==> src/rtl/pipe_stage_reg_if.sv <==
`default_nettype none
// ============================================================================
// Module      : pipe_stage_reg_if
// Description : Upstream/downstream handshake bundle for one pipeline stage.
// Revision    : 1.0 - initial release
// ============================================================================
interface pipe_stage_reg_if #(
  parameter int DATA_W = 32,
  parameter int CTRL_W = 16
);
  logic              flush;
  logic              in_valid;
  logic              in_ready;
  logic [DATA_W-1:0] in_data;
  logic [CTRL_W-1:0] in_ctrl;
  logic              out_valid;
  logic              out_ready;
  logic [DATA_W-1:0] out_data;
  logic [CTRL_W-1:0] out_ctrl;
  logic [1:0]        occupancy;

  // Pipeline control side: produces beats, consumes them, raises flush.
  modport master (
    output flush, in_valid, in_data, in_ctrl, out_ready,
    input  in_ready, out_valid, out_data, out_ctrl, occupancy
  );

  // The stage register itself.
  modport slave (
    input  flush, in_valid, in_data, in_ctrl, out_ready,
    output in_ready, out_valid, out_data, out_ctrl, occupancy
  );
endinterface
`default_nettype wire

==> src/rtl/pipe_stage_reg.sv <==
`default_nettype none
// ============================================================================
// Module      : pipe_stage_reg
// Description : Valid/ready pipeline stage register with flush, bubble-clean
//               control bus and optional 2-entry skid buffer.
// Revision    : 1.0 - initial release
// ============================================================================
module pipe_stage_reg #(
  parameter int DATA_W    = 32,
  parameter int CTRL_W    = 16,
  parameter int SKID      = 1,
  parameter int ZERO_DATA = 1
) (
  input  wire logic       clk,
  input  wire logic       reset_n,
  pipe_stage_reg_if.slave bus
);

  typedef enum logic [1:0] {
    ST_EMPTY = 2'd0,
    ST_ONE   = 2'd1,
    ST_TWO   = 2'd2
  } state_t;

  state_t            state_q;
  logic [DATA_W-1:0] main_data_q;
  logic [CTRL_W-1:0] main_ctrl_q;
  logic [DATA_W-1:0] skid_data_q;
  logic [CTRL_W-1:0] skid_ctrl_q;

  logic accept;
  logic pop;

  generate
    if (SKID != 0) begin : g_skid
      // Ready comes straight from state so out_ready never reaches in_ready.
      assign bus.in_ready = (state_q != ST_TWO);
    end else begin : g_no_skid
      assign bus.in_ready = (state_q == ST_EMPTY) | bus.out_ready;
    end
  endgenerate

  assign accept = bus.in_valid & bus.in_ready;
  assign pop    = (state_q != ST_EMPTY) & bus.out_ready;

  // Ctrl registers are zeroed whenever an entry empties, so the head is a
  // clean bubble without any output gating.
  always_ff @(posedge clk or negedge reset_n) begin
    if (!reset_n) begin
      state_q     <= ST_EMPTY;
      main_data_q <= '0;
      main_ctrl_q <= '0;
      skid_data_q <= '0;
      skid_ctrl_q <= '0;
    end else if (bus.flush) begin
      state_q     <= ST_EMPTY;
      main_ctrl_q <= '0;
      skid_ctrl_q <= '0;
      if (ZERO_DATA != 0) begin
        main_data_q <= '0;
        skid_data_q <= '0;
      end
    end else begin
      case (state_q)
        ST_EMPTY: begin
          if (accept) begin
            main_data_q <= bus.in_data;
            main_ctrl_q <= bus.in_ctrl;
            state_q     <= ST_ONE;
          end
        end
        ST_ONE: begin
          if (pop && accept) begin
            main_data_q <= bus.in_data;
            main_ctrl_q <= bus.in_ctrl;
          end else if (pop) begin
            main_ctrl_q <= '0;
            if (ZERO_DATA != 0) main_data_q <= '0;
            state_q <= ST_EMPTY;
          end else if (accept && (SKID != 0)) begin
            skid_data_q <= bus.in_data;
            skid_ctrl_q <= bus.in_ctrl;
            state_q     <= ST_TWO;
          end
        end
        ST_TWO: begin
          if (pop) begin
            main_data_q <= skid_data_q;
            main_ctrl_q <= skid_ctrl_q;
            skid_ctrl_q <= '0;
            if (ZERO_DATA != 0) skid_data_q <= '0;
            state_q <= ST_ONE;
          end
        end
        default: begin
          state_q     <= ST_EMPTY;
          main_ctrl_q <= '0;
          skid_ctrl_q <= '0;
        end
      endcase
    end
  end

  assign bus.out_valid = (state_q != ST_EMPTY);
  assign bus.out_data  = main_data_q;
  assign bus.out_ctrl  = main_ctrl_q;
  assign bus.occupancy = state_q;

endmodule
`default_nettype wire

==> src/flat_wrapper.sv <==
// flat-port wrapper written by rule: the top's interface ports become plain ports
module pipe_stage_reg_flat 
#(
  parameter int DATA_W    = 32,
  parameter int CTRL_W    = 16,
  parameter int SKID      = 1,
  parameter int ZERO_DATA = 1
)
  (clk, reset_n, bus_flush, bus_in_valid, bus_in_data, bus_in_ctrl, bus_out_ready, bus_in_ready, bus_out_valid, bus_out_data, bus_out_ctrl, bus_occupancy);
  pipe_stage_reg_if #(.DATA_W(DATA_W), .CTRL_W(CTRL_W)) bus_i ();
  input  wire logic clk;
  input  wire logic reset_n;
  input wire logic [$bits(bus_i.flush)-1:0] bus_flush;
  input wire logic [$bits(bus_i.in_valid)-1:0] bus_in_valid;
  input wire logic [$bits(bus_i.in_data)-1:0] bus_in_data;
  input wire logic [$bits(bus_i.in_ctrl)-1:0] bus_in_ctrl;
  input wire logic [$bits(bus_i.out_ready)-1:0] bus_out_ready;
  output wire logic [$bits(bus_i.in_ready)-1:0] bus_in_ready;
  output wire logic [$bits(bus_i.out_valid)-1:0] bus_out_valid;
  output wire logic [$bits(bus_i.out_data)-1:0] bus_out_data;
  output wire logic [$bits(bus_i.out_ctrl)-1:0] bus_out_ctrl;
  output wire logic [$bits(bus_i.occupancy)-1:0] bus_occupancy;
  assign bus_i.flush = bus_flush;
  assign bus_i.in_valid = bus_in_valid;
  assign bus_i.in_data = bus_in_data;
  assign bus_i.in_ctrl = bus_in_ctrl;
  assign bus_i.out_ready = bus_out_ready;
  assign bus_in_ready = bus_i.in_ready;
  assign bus_out_valid = bus_i.out_valid;
  assign bus_out_data = bus_i.out_data;
  assign bus_out_ctrl = bus_i.out_ctrl;
  assign bus_occupancy = bus_i.occupancy;
  pipe_stage_reg #(.DATA_W(DATA_W), .CTRL_W(CTRL_W), .SKID(SKID), .ZERO_DATA(ZERO_DATA)) u_core (.clk(clk), .reset_n(reset_n), .bus(bus_i));
endmodule
==> config.mk <==
export PLATFORM = sky130hd
export DESIGN_NAME = pipe_stage_reg_flat
export DESIGN_NICKNAME = d
export VERILOG_FILES = /design/src/rtl/pipe_stage_reg_if.sv /design/src/rtl/pipe_stage_reg.sv /design/src/flat_wrapper.sv
export SDC_FILE = /design/constraint.sdc
export NUM_CORES = 1
export LEC_CHECK = 0
export ABC_AREA = 0
export BUFFER_PORTS_ARGS = -buffer_cell sky130_fd_sc_hd__buf_2
export CELL_PAD_IN_SITES_DETAIL_PLACEMENT = 1
export CELL_PAD_IN_SITES_GLOBAL_PLACEMENT = 1
export CORE_MARGIN = 2
export CORE_UTILIZATION = 31
export DETAILED_ROUTE_END_ITERATION = 8
export HOLD_SLACK_MARGIN = 0.05
export PLACE_DENSITY = 0.66
export SETUP_SLACK_MARGIN = 0.05
export SLEW_MARGIN = 20
export SYNTH_ARGS = -nofsm -noshare
export SYNTH_HDL_FRONTEND = slang
export SYNTH_SLANG_ARGS = --single-unit
==> constraint.sdc <==
create_clock -name clk -period 5.6 [get_ports clk]
set_input_delay 0 -clock clk [delete_from_list [all_inputs] [get_ports clk]]
set_output_delay 0 -clock clk [all_outputs]
set_load 0.005 [all_outputs]
==> Flow_metrics.wiki, run 1 <==
{| class="wikitable"
! Metric !! Value
|-
| Outcome || finished, final reports clean
|-
| Initial standard-cell utilization of the core || 0.314
|-
| Num rows || 45
|-
| Setup_tns || 0 ns
|-
| Master of the slowest instance on the critical path || clkinv_1
|-
| Cell breakdown of the critical path || inv_1 > ha_1 > clkinv_1 > a31o_2 > nand2_1 > o32ai_1
|-
| Data arrival at the endpoint of the critical path || 3.22 ns
|-
| TritonCTS clock tree || built
|-
| Highest routed layer || met4
|-
| Worst supply voltage drop on vdd || 0.000152 V
|-
| CP peak stage delay || 0.59 ns
|-
| M1 wire length || 6420 um
|-
| HP Class || in -> reg
|-
| Clock H-tree levels || 3
|-
| Total power per unit cell area || 313 nW/um^2
|-
| Die width || 127 um
|-
| Maximum fanout count along the critical path || 19
|-
| Post-synth ARST share || 1.00
|-
| Crit share post-route || 0.542
|-
| Max Clock Skew || 0.00696 ns
|-
| Max cap viols || 0
|-
| Warnings, synthesis || 0
|-
| Leakage power total || 2.86 nW
|-
| Setup-violating endpoint count in the final report || 0
|-
| Setup slack of the critical path after layout || 2.56 ns
|-
| Setup CP Type || reg -> reg
|-
| Antenna violations before repair || 0
|-
| Worst Tran Pin Value || 0.972 ns
|-
| Via count || 4252
|-
| Buffers inserted by post-CTS timing repair || 0
|-
| Clock buffers created by TritonCTS || 9
|-
| Quantity of I/O buffers inserted on ports || 104
|-
| Final-report max-slew violation count || 0
|-
| Worst hold-check slack || 0.117 ns
|-
| Total of hold buffers inserted after clock tree synthesis || 49
|-
| Required time worst endpoint || 5.78 ns
|-
| Largest cells by area after synthesis || dfrtp_1 (52%), nand2_1 (7.7%), a221oi_2 (4.5%), mux2i_1 (3.6%), a221oi_1 (3.5%)
|-
| Clock Path Buffers || 2
|-
| Met3 wire len || 411 um
|-
| Overall Power || 1.91 mW
|-
| Average wire length per cell after detail routing || 17.9 um
|-
| CTS-repair resized insts || 0
|-
| Pin count of the biggest net entering global routing || 65
|-
| Vertical die dimension || 127 um
|-
| Placeable core area || 15000 um^2
|-
| Share of synthesized area occupied by flip-flops and latches || 0.519
|-
| Number of diodes || 0
|-
| DP Worst Slack || 2.62 ns
|-
| Wire length of the first global-routing pass || 24400 um
|-
| Mapped Cells || 501
|-
| Insertion delay to the later sink of the worst-skew pair || 0.35 ns
|-
| Final weighted congestion in routability-driven placement || 0.775
|-
| Via-per-instance ratio || 5.16
|-
| Overall overflow remaining after global route || 0
|-
| Fraction of final layout cells sized beyond drive strength 1 || 0.233
|-
| Maximum clock frequency || 329 MHz
|-
| Area of the die || 16200 um^2
|-
| Max transition margin || 0.352
|-
| DRC violation total after the first TritonRoute iteration || 226
|-
| Clk sink count || 98
|-
| Net count after synthesis || 558
|-
| Post-synth EDFFs || 0
|-
| Sort of element at the end of the critical path || register
|-
| Area delta synth->final || 29.3%
|-
| Startpoint class of the critical path || register
|-
| Total wirelength of the detailed-routed design || 14800 um
|-
| Num ports || 105
|-
| DP HPWL || 8960 um
|-
| Count of endpoints failing hold in the final timing report || 0
|-
| Worst path bufs/invs || 2
|-
| Setup repair after global routing missed its margin || false
|-
| Clock-pin slew reported for the worst setup and hold paths after clock tree synthesis || 0.07 ns
|-
| First-pass detailed-route iteration total || 4
|-
| Tmin final || 3.04 ns
|-
| Post-Synthesis Mean Instance Area || 9.43 um^2
|-
| Global-route total usage across every layer || 0.190
|-
| Yosys cell types || 37
|-
| Post-route DRC violation count || 0
|-
| Cell taking the most area after synthesis || dfrtp_1
|-
| Area share of the largest cell type after synthesis || 0.519
|-
| Family with the most delay on the worst path || compound AO/OA/AOI/OAI gates
|-
| Post-layout net count || 688
|-
| Number of global-route vias before repair || 4612
|-
| Number of nets still failing antenna checks after routing || 0
|-
| Met2 wire len || 7440 um
|-
| Post-synthesis instance area || 4720 um^2
|-
| Ys flop type || dfrtp_1
|-
| Clock tree root driver cell || clkbuf_16
|-
| Synthesized flop and latch total || 98
|}
[power by group]
part	total (mW)	switching (mW)	internal, mW
registers	0.843	0.0497	0.793
clock network	0.605	0.286	0.318
logic	0.464	0.278	0.186
[cells in the final DEF, fill, tap and decap left out, drive strengths merged, types with 4 or more instances in the layout]
| cell type | count |
|---|---|
| buf | 110 |
| dfrtp | 98 |
| nand2 | 97 |
| o21ai | 52 |
| dlygate4sd3 | 49 |
| inv | 39 |
| nor2 | 37 |
| a221oi | 33 |
| nor3 | 32 |
| mux2i | 17 |
| a21oi | 16 |
| o32ai | 16 |
| clkbuf | 12 |
| ha | 4 |
| clkinv | 4 |
[tightest hold or removal path: stages]
cell and delay (ns):
buf_2 0.17, a41oi_1 0.16, a2111oi_0 0.09
[through the flow]
| stage | util | instance area [um^2] | cells |
|---|---|---|---|
| after floorplan | - | 4720 | 501 |
| after global placement | 0.354 | 5330 | 759 |
| after detailed placement | 0.354 | 5330 | 759 |
| after CTS | 0.406 | 6100 | 824 |
| after global routing | 0.406 | 6110 | 824 |
| final | 0.406 | 6110 | 824 |
[kinds of logic after synthesis]
group           share of synthesized area
compound gates                      0.201
flops                               0.519
simple gates                        0.159
fa+ha+maj                          0.0106
mux                                0.0360
buf+inv                            0.0744
[worst paths after layout]
kind                                                           from                             endpoint  slack (ns)  cells after the start
max in group asynchronous                                   reset_n    u_core.skid_ctrl_q[3]$_DFFE_PN0P_        4.23                      3
worst max register to register  u_core.bus.occupancy[0]$_DFFE_PN0P_   u_core.bus.out_ctrl[4]$_DFFE_PN0P_        2.56                      6
min in group asynchronous                                   reset_n   u_core.bus.out_ctrl[2]$_DFFE_PN0P_        0.18                      2
worst max-delay path            u_core.bus.occupancy[0]$_DFFE_PN0P_   u_core.bus.out_ctrl[4]$_DFFE_PN0P_        2.56                      6
worst min register to register    u_core.skid_data_q[3]$_DFFE_PN0P_    u_core.skid_data_q[3]$_DFFE_PN0P_        0.49                      2
worst min-delay path                                   bus_in_valid  u_core.bus.occupancy[1]$_DFFE_PN0P_        0.12                      3
[cell usage after synthesis, drive strengths merged, types with 4 or more instances]
cell type and count:
a21oi 16, a221oi 33, buf 23, clkbuf 17
dfrtp 98, ha 4, inv 38, mux2i 17
nand2 97, nor2 37, nor3 32, o21ai 52
o32ai 16
[metal layers]
metal	vias up	GRT usage
met5	-	0
met4	0	0.0866
met3	28	0.0318
met2	84	0.324
met1	2150	0.236
li1	1990	-
[layout make-up]
type / count / area (um^2)
timing repair buffer: 159 / 1060
tap: 188 / 235
inverter: 39 / 146
clock buffer: 12 / 246
clock inverter: 4 / 35.0
sequential: 98 / 2450
multi-input combinational: 324 / 1930
fill: 1731 / 8920
[sequential cells by signal (all words and copies together) (netlist names)]
name / count
u_core.bus.occupancy: 2
u_core.bus.out_ctrl: 16
u_core.bus.out_data: 32
u_core.skid_ctrl_q: 16
u_core.skid_data_q: 32
(Power assumes the default switching activity.)
==> inputs of run 2 (changes only) <==
Clock period 5.6 ns to 2.8 ns, I/O delays scaled along.
==> Flow_metrics.wiki, run 2 (synthesized netlist as in run 1, its figures left out) <==
{| class="wikitable"
! Metric !! Value
|-
| Num ports || 105
|-
| CP peak stage delay || 0.48 ns
|-
| Final weighted congestion in routability-driven placement || 0.784
|-
| Sort of element at the end of the critical path || register
|-
| Die width || 127 um
|-
| Quantity of I/O buffers inserted on ports || 104
|-
| Leakage power total || 2.90 nW
|-
| Total power per unit cell area || 634 nW/um^2
|-
| Overall overflow remaining after global route || 0
|-
| Setup CP Type || reg -> reg
|-
| Cell breakdown of the critical path || inv_1 > ha_1 > nand2b_1 > a31o_2 > nand2_1 > o32ai_1
|-
| Setup-violating endpoint count in the final report || 0
|-
| Via-per-instance ratio || 5.22
|-
| Outcome || finished, final reports clean
|-
| Most common library cell in the layout ignoring fill and taps || buf_2
|-
| Master of the slowest instance on the critical path || ha_1
|-
| Initial standard-cell utilization of the core || 0.314
|-
| Tmin final || 2.46 ns
|-
| Area of the die || 16200 um^2
|-
| Max Clock Skew || 0.00804 ns
|-
| Final-report max-slew violation count || 0
|-
| Maximum fanout count along the critical path || 17
|-
| CTS-repair resized insts || 0
|-
| Clock Path Buffers || 2
|-
| Placeable core area || 15000 um^2
|-
| Clock-pin slew reported for the worst setup and hold paths after clock tree synthesis || 0.07 ns
|-
| Clock tree root driver cell || clkbuf_16
|-
| Clk sink count || 98
|-
| Via count || 4334
|-
| Instance count after placement with tap cells included || 765
|-
| Setup repair after global routing missed its margin || false
|-
| Number of nets still failing antenna checks after routing || 0
|-
| Num rows || 45
|-
| Crit share post-route || 0.878
|-
| Wire length of the first global-routing pass || 24100 um
|-
| Insertion delay to the later sink of the worst-skew pair || 0.36 ns
|-
| Vertical die dimension || 127 um
|-
| Area delta synth->final || 31.1%
|-
| Number of global-route vias before repair || 4526
|-
| Setup_tns || 0 ns
|-
| Data arrival at the endpoint of the critical path || 2.65 ns
|-
| Global-route total usage across every layer || 0.188
|-
| Max cap viols || 0
|-
| Required time worst endpoint || 2.99 ns
|-
| First-pass detailed-route iteration total || 4
|-
| Final Instance Count excl. Fillers || 830
|-
| Post-route design area || 6190 um^2
|-
| Post-route DRC violation count || 0
|-
| Total wirelength of the detailed-routed design || 14600 um
|-
| DRC violation total after the first TritonRoute iteration || 207
|-
| Clock H-tree levels || 3
|-
| HP Class || in -> reg
|-
| Antenna violations before repair || 0
|-
| Number of diodes || 0
|-
| Startpoint class of the critical path || register
|-
| Max transition margin || 0.411
|-
| Worst Tran Pin Value || 0.884 ns
|-
| Family with the most delay on the worst path || simple AND/OR/NAND/NOR gates
|-
| Fillers || 1724
|-
| Total cell area at the placement stage || 5400 um^2
|-
| DP HPWL || 9050 um
|-
| Average wire length per cell after detail routing || 17.5 um
|-
| Worst supply voltage drop on vdd || 0.000364 V
|-
| Fraction of final layout cells sized beyond drive strength 1 || 0.240
|-
| Clock buffers created by TritonCTS || 9
|-
| Pin count of the biggest net entering global routing || 65
|-
| Maximum clock frequency || 407 MHz
|-
| TritonCTS clock tree || built
|-
| Most used cells in the layout excluding fill and tap cells || buf_2 (103), dfrtp_1 (98), nand2_1 (97), dlygate4sd3_1 (49), inv_1 (37)
|-
| Worst path bufs/invs || 1
|-
| Post-layout net count || 694
|-
| Count of endpoints failing hold in the final timing report || 0
|}
run 2: layout make-up:
type / count / area (um^2) / area share
tap: 188 / 235 / 0.0380
inverter: 39 / 146 / 0.0236
timing repair buffer: 165 / 1130 / 0.182
clock inverter: 5 / 60.1 / 0.00970
clock buffer: 11 / 243 / 0.0392
multi-input combinational: 324 / 1930 / 0.311
sequential: 98 / 2450 / 0.396
run 2: where the power goes:
group | switching (mW) | internal [mW]
registers | 0.0983 | 1.59
clock network | 0.568 | 0.723
logic | 0.557 | 0.390
total | 1.22 | 2.70
run 2: tightest hold or removal path, stage by stage:
cell and delay [ns]:
buf_2 0.16, a41oi_1 0.16, a2111oi_0 0.08
run 2: final timing paths:
path,startpoint,to,slack [ns],cells after the start
worst min-delay path,bus_in_valid,u_core.bus.occupancy[1]$_DFFE_PN0P_,0.1,3
max in group asynchronous,reset_n,u_core.bus.out_data[20]$_DFFE_PN0P_,1.74,3
worst max-delay path,u_core.bus.occupancy[0]$_DFFE_PN0P_,u_core.bus.out_ctrl[1]$_DFFE_PN0P_,0.34,6
worst min register to register,u_core.skid_data_q[9]$_DFFE_PN0P_,u_core.skid_data_q[9]$_DFFE_PN0P_,0.49,2
worst max register to register,u_core.bus.occupancy[0]$_DFFE_PN0P_,u_core.bus.out_ctrl[1]$_DFFE_PN0P_,0.34,6
min in group asynchronous,reset_n,u_core.skid_ctrl_q[4]$_DFFE_PN0P_,0.28,2
run 2: per-layer routing:
metal	track usage	up-vias	part of all wire
met5	0	-	0
met4	0.0718	0	0.031
met3	0.0327	27	0.033
met2	0.312	104	0.50
met1	0.246	2205	0.44
li1	-	1998	-
run 2: metrics by stage:
step           hold slack [ns]  setup WS (ns)  utilization  total power [mW]
2_1_floorplan           -0.296          0.834            -              2.24
3_3_place_gp             0.154          0.522        0.359              2.58
3_5_place_dp             0.162          0.355        0.359              2.61
4_1_cts                 0.0828          0.351        0.412              3.97
5_1_grt                  0.173         0.0970        0.412              4.16
6_report                0.0971          0.342        0.412              3.92
run 2: repair_timing:
item | in CTS | in global routing
hold endpoints to repair | 151 | 0
setup buffers | 0 | 0
hold buffers | 49 | 0
==> inputs of run 3 (changes only) <==
Clock period 2.8 ns to 3.14 ns, I/O delays scaled along.
==> Flow_metrics.wiki, run 3 (synthesized netlist as in run 1, its figures left out) <==
{| class="wikitable"
! Metric !! Value
|-
| Outcome || finished, final reports clean
|-
| Setup-violating endpoint count in the final report || 0
|-
| Most common library cell in the layout ignoring fill and taps || buf_2
|-
| Clock Path Buffers || 2
|-
| Flop2flop setup slack || 0.51 ns
|-
| Number of cells on the worst reg-to-reg path || 7
|-
| Clk sink count || 98
|-
| Number of nets still failing antenna checks after routing || 0
|-
| Placeable core area || 15000 um^2
|-
| Post-route DRC violation count || 0
|-
| Clock buffers created by TritonCTS || 9
|-
| Number of diodes || 0
|-
| Total cell area at the placement stage || 5360 um^2
|-
| Setup_tns || 0 ns
|-
| Wire length of the first global-routing pass || 24000 um
|-
| Num rows || 45
|-
| Maximum clock frequency || 380 MHz
|-
| Worst hold path cell count || 3
|-
| DRC violation total after the first TritonRoute iteration || 170
|-
| Post-layout net count || 692
|-
| Area delta synth->final || 30.8%
|-
| End point of the critical path || u_core.bus.out_data[13]$_DFFE_PN0P_
|-
| Fin util || 0.411
|-
| Via count || 4254
|-
| Insertion delay to the later sink of the worst-skew pair || 0.36 ns
|-
| Count of endpoints failing hold in the final timing report || 0
|-
| DP HPWL || 8980 um
|-
| Via-per-instance ratio || 5.14
|-
| Final weighted congestion in routability-driven placement || 0.791
|-
| TritonCTS clock tree || built
|-
| Critical path launch point || u_core.bus.occupancy[0]$_DFFE_PN0P_
|-
| Total power per unit cell area || 571 nW/um^2
|-
| Vertical die dimension || 127 um
|-
| Clock-pin slew reported for the worst setup and hold paths after clock tree synthesis || 0.07 ns
|-
| Max transition margin || 0.344
|-
| Die width || 127 um
|-
| Quantity of I/O buffers inserted on ports || 104
|-
| Worst supply voltage drop on vdd || 0.000257 V
|-
| First-pass detailed-route iteration total || 4
|-
| Worst hold-check slack || 0.135 ns
|-
| Overall overflow remaining after global route || 0
|-
| Startpoint class of the critical path || register
|-
| Leakage power total || 2.90 nW
|-
| Area of the die || 16200 um^2
|-
| FF-to-FF End || u_core.bus.out_data[13]$_DFFE_PN0P_
|-
| Number of global-route vias before repair || 4554
|-
| Total wirelength of the detailed-routed design || 14500 um
|-
| Num ports || 105
|-
| Max cap viols || 0
|-
| Clock tree root driver cell || clkbuf_16
|-
| Setup repair after global routing missed its margin || false
|-
| Initial standard-cell utilization of the core || 0.314
|-
| Most used cells in the layout excluding fill and tap cells || buf_2 (103), dfrtp_1 (98), nand2_1 (97), dlygate4sd3_1 (49), inv_1 (37)
|-
| Tmin final || 2.63 ns
|-
| Sort of element at the end of the critical path || register
|-
| Maximum fanout count along the critical path || 22
|-
| Antenna violations before repair || 0
|-
| HP Class || in -> reg
|-
| Worst flop-to-flop path startpoint || u_core.bus.occupancy[0]$_DFFE_PN0P_
|-
| Fillers || 1734
|-
| CTS-repair resized insts || 0
|-
| Fraction of final layout cells sized beyond drive strength 1 || 0.239
|-
| Global-route total usage across every layer || 0.188
|-
| Setup CP Type || reg -> reg
|-
| Required time worst endpoint || 3.41 ns
|-
| Final-report max-slew violation count || 0
|-
| Worst Tran Pin Value || 0.984 ns
|-
| Overall Power || 3.53 mW
|-
| Crit share post-route || 0.838
|-
| Post-route design area || 6180 um^2
|-
| Clock H-tree levels || 3
|-
| Average wire length per cell after detail routing || 17.5 um
|-
| Data arrival at the endpoint of the critical path || 2.90 ns
|-
| Max Clock Skew || 0.00783 ns
|-
| Pin count of the biggest net entering global routing || 83
|}
==> run 3: cell count changes in the layout (fill, tap and decap cells not counted), sizes merged <==
cell and delta:
buf -2, clkbuf +1, clkinv -1
==> run 3: timing repair <==
item                       in CTS  in global routing
setup endpoints to repair       0                  0
hold buffers                   49                  0
buffers inserted                0                  0
hold endpoints to repair      174                  0
==> run 3: layout make-up <==
class	count	area, um^2	share of cell area
multi-input combinational	324	1930	0.313
inverter	39	146	0.0237
timing repair buffer	163	1090	0.177
sequential	98	2450	0.397
tap	188	235	0.0381
clock inverter	4	55.1	0.00891
clock buffer	12	267	0.0431
==> run 3: metrics by stage <==
stage	worst slack, ns	cells
after global placement	0.614	763
after CTS	0.450	828
after floorplan	1.17	501
after detailed placement	0.462	763
final	0.509	828
after global routing	0.238	828
==> run 3: worst max-delay path, cell delays in order, from the launching register on <==
cell	delay, ns
dfrtp_1	0.44
inv_1	0.09
ha_1	0.33
or2_2	0.36
o21ai_2	0.79
buf_4	0.33
nor2_1	0.07
nor3_1	0.14
==> run 3: worst min-delay path by stage <==
stage / startpoint / to
after global routing: bus_in_valid / u_core.bus.occupancy[0]$_DFFE_PN0P_
after global placement: bus_in_data[6] / u_core.skid_data_q[6]$_DFFE_PN0P_
after floorplan: reset_n / u_core.bus.occupancy[0]$_DFFE_PN0P_
after detailed placement: bus_in_data[6] / u_core.skid_data_q[6]$_DFFE_PN0P_
final: bus_in_valid / u_core.bus.occupancy[1]$_DFFE_PN0P_
after CTS: bus_in_valid / u_core.bus.occupancy[1]$_DFFE_PN0P_
==> run 3: where the power goes <==
group	switching, mW	internal (mW)
registers	0.0898	1.42
logic	0.492	0.337
clock network	0.505	0.689
==> run 3: per-layer routing <==
| layer | share of wire | GRT usage | vias up |
|---|---|---|---|
| li1 | - | - | 2007 |
| met1 | 0.44 | 0.240 | 2148 |
| met2 | 0.51 | 0.316 | 74 |
| met3 | 0.027 | 0.0285 | 25 |
| met4 | 0.025 | 0.0808 | 0 |
| met5 | 0 | 0 | - |
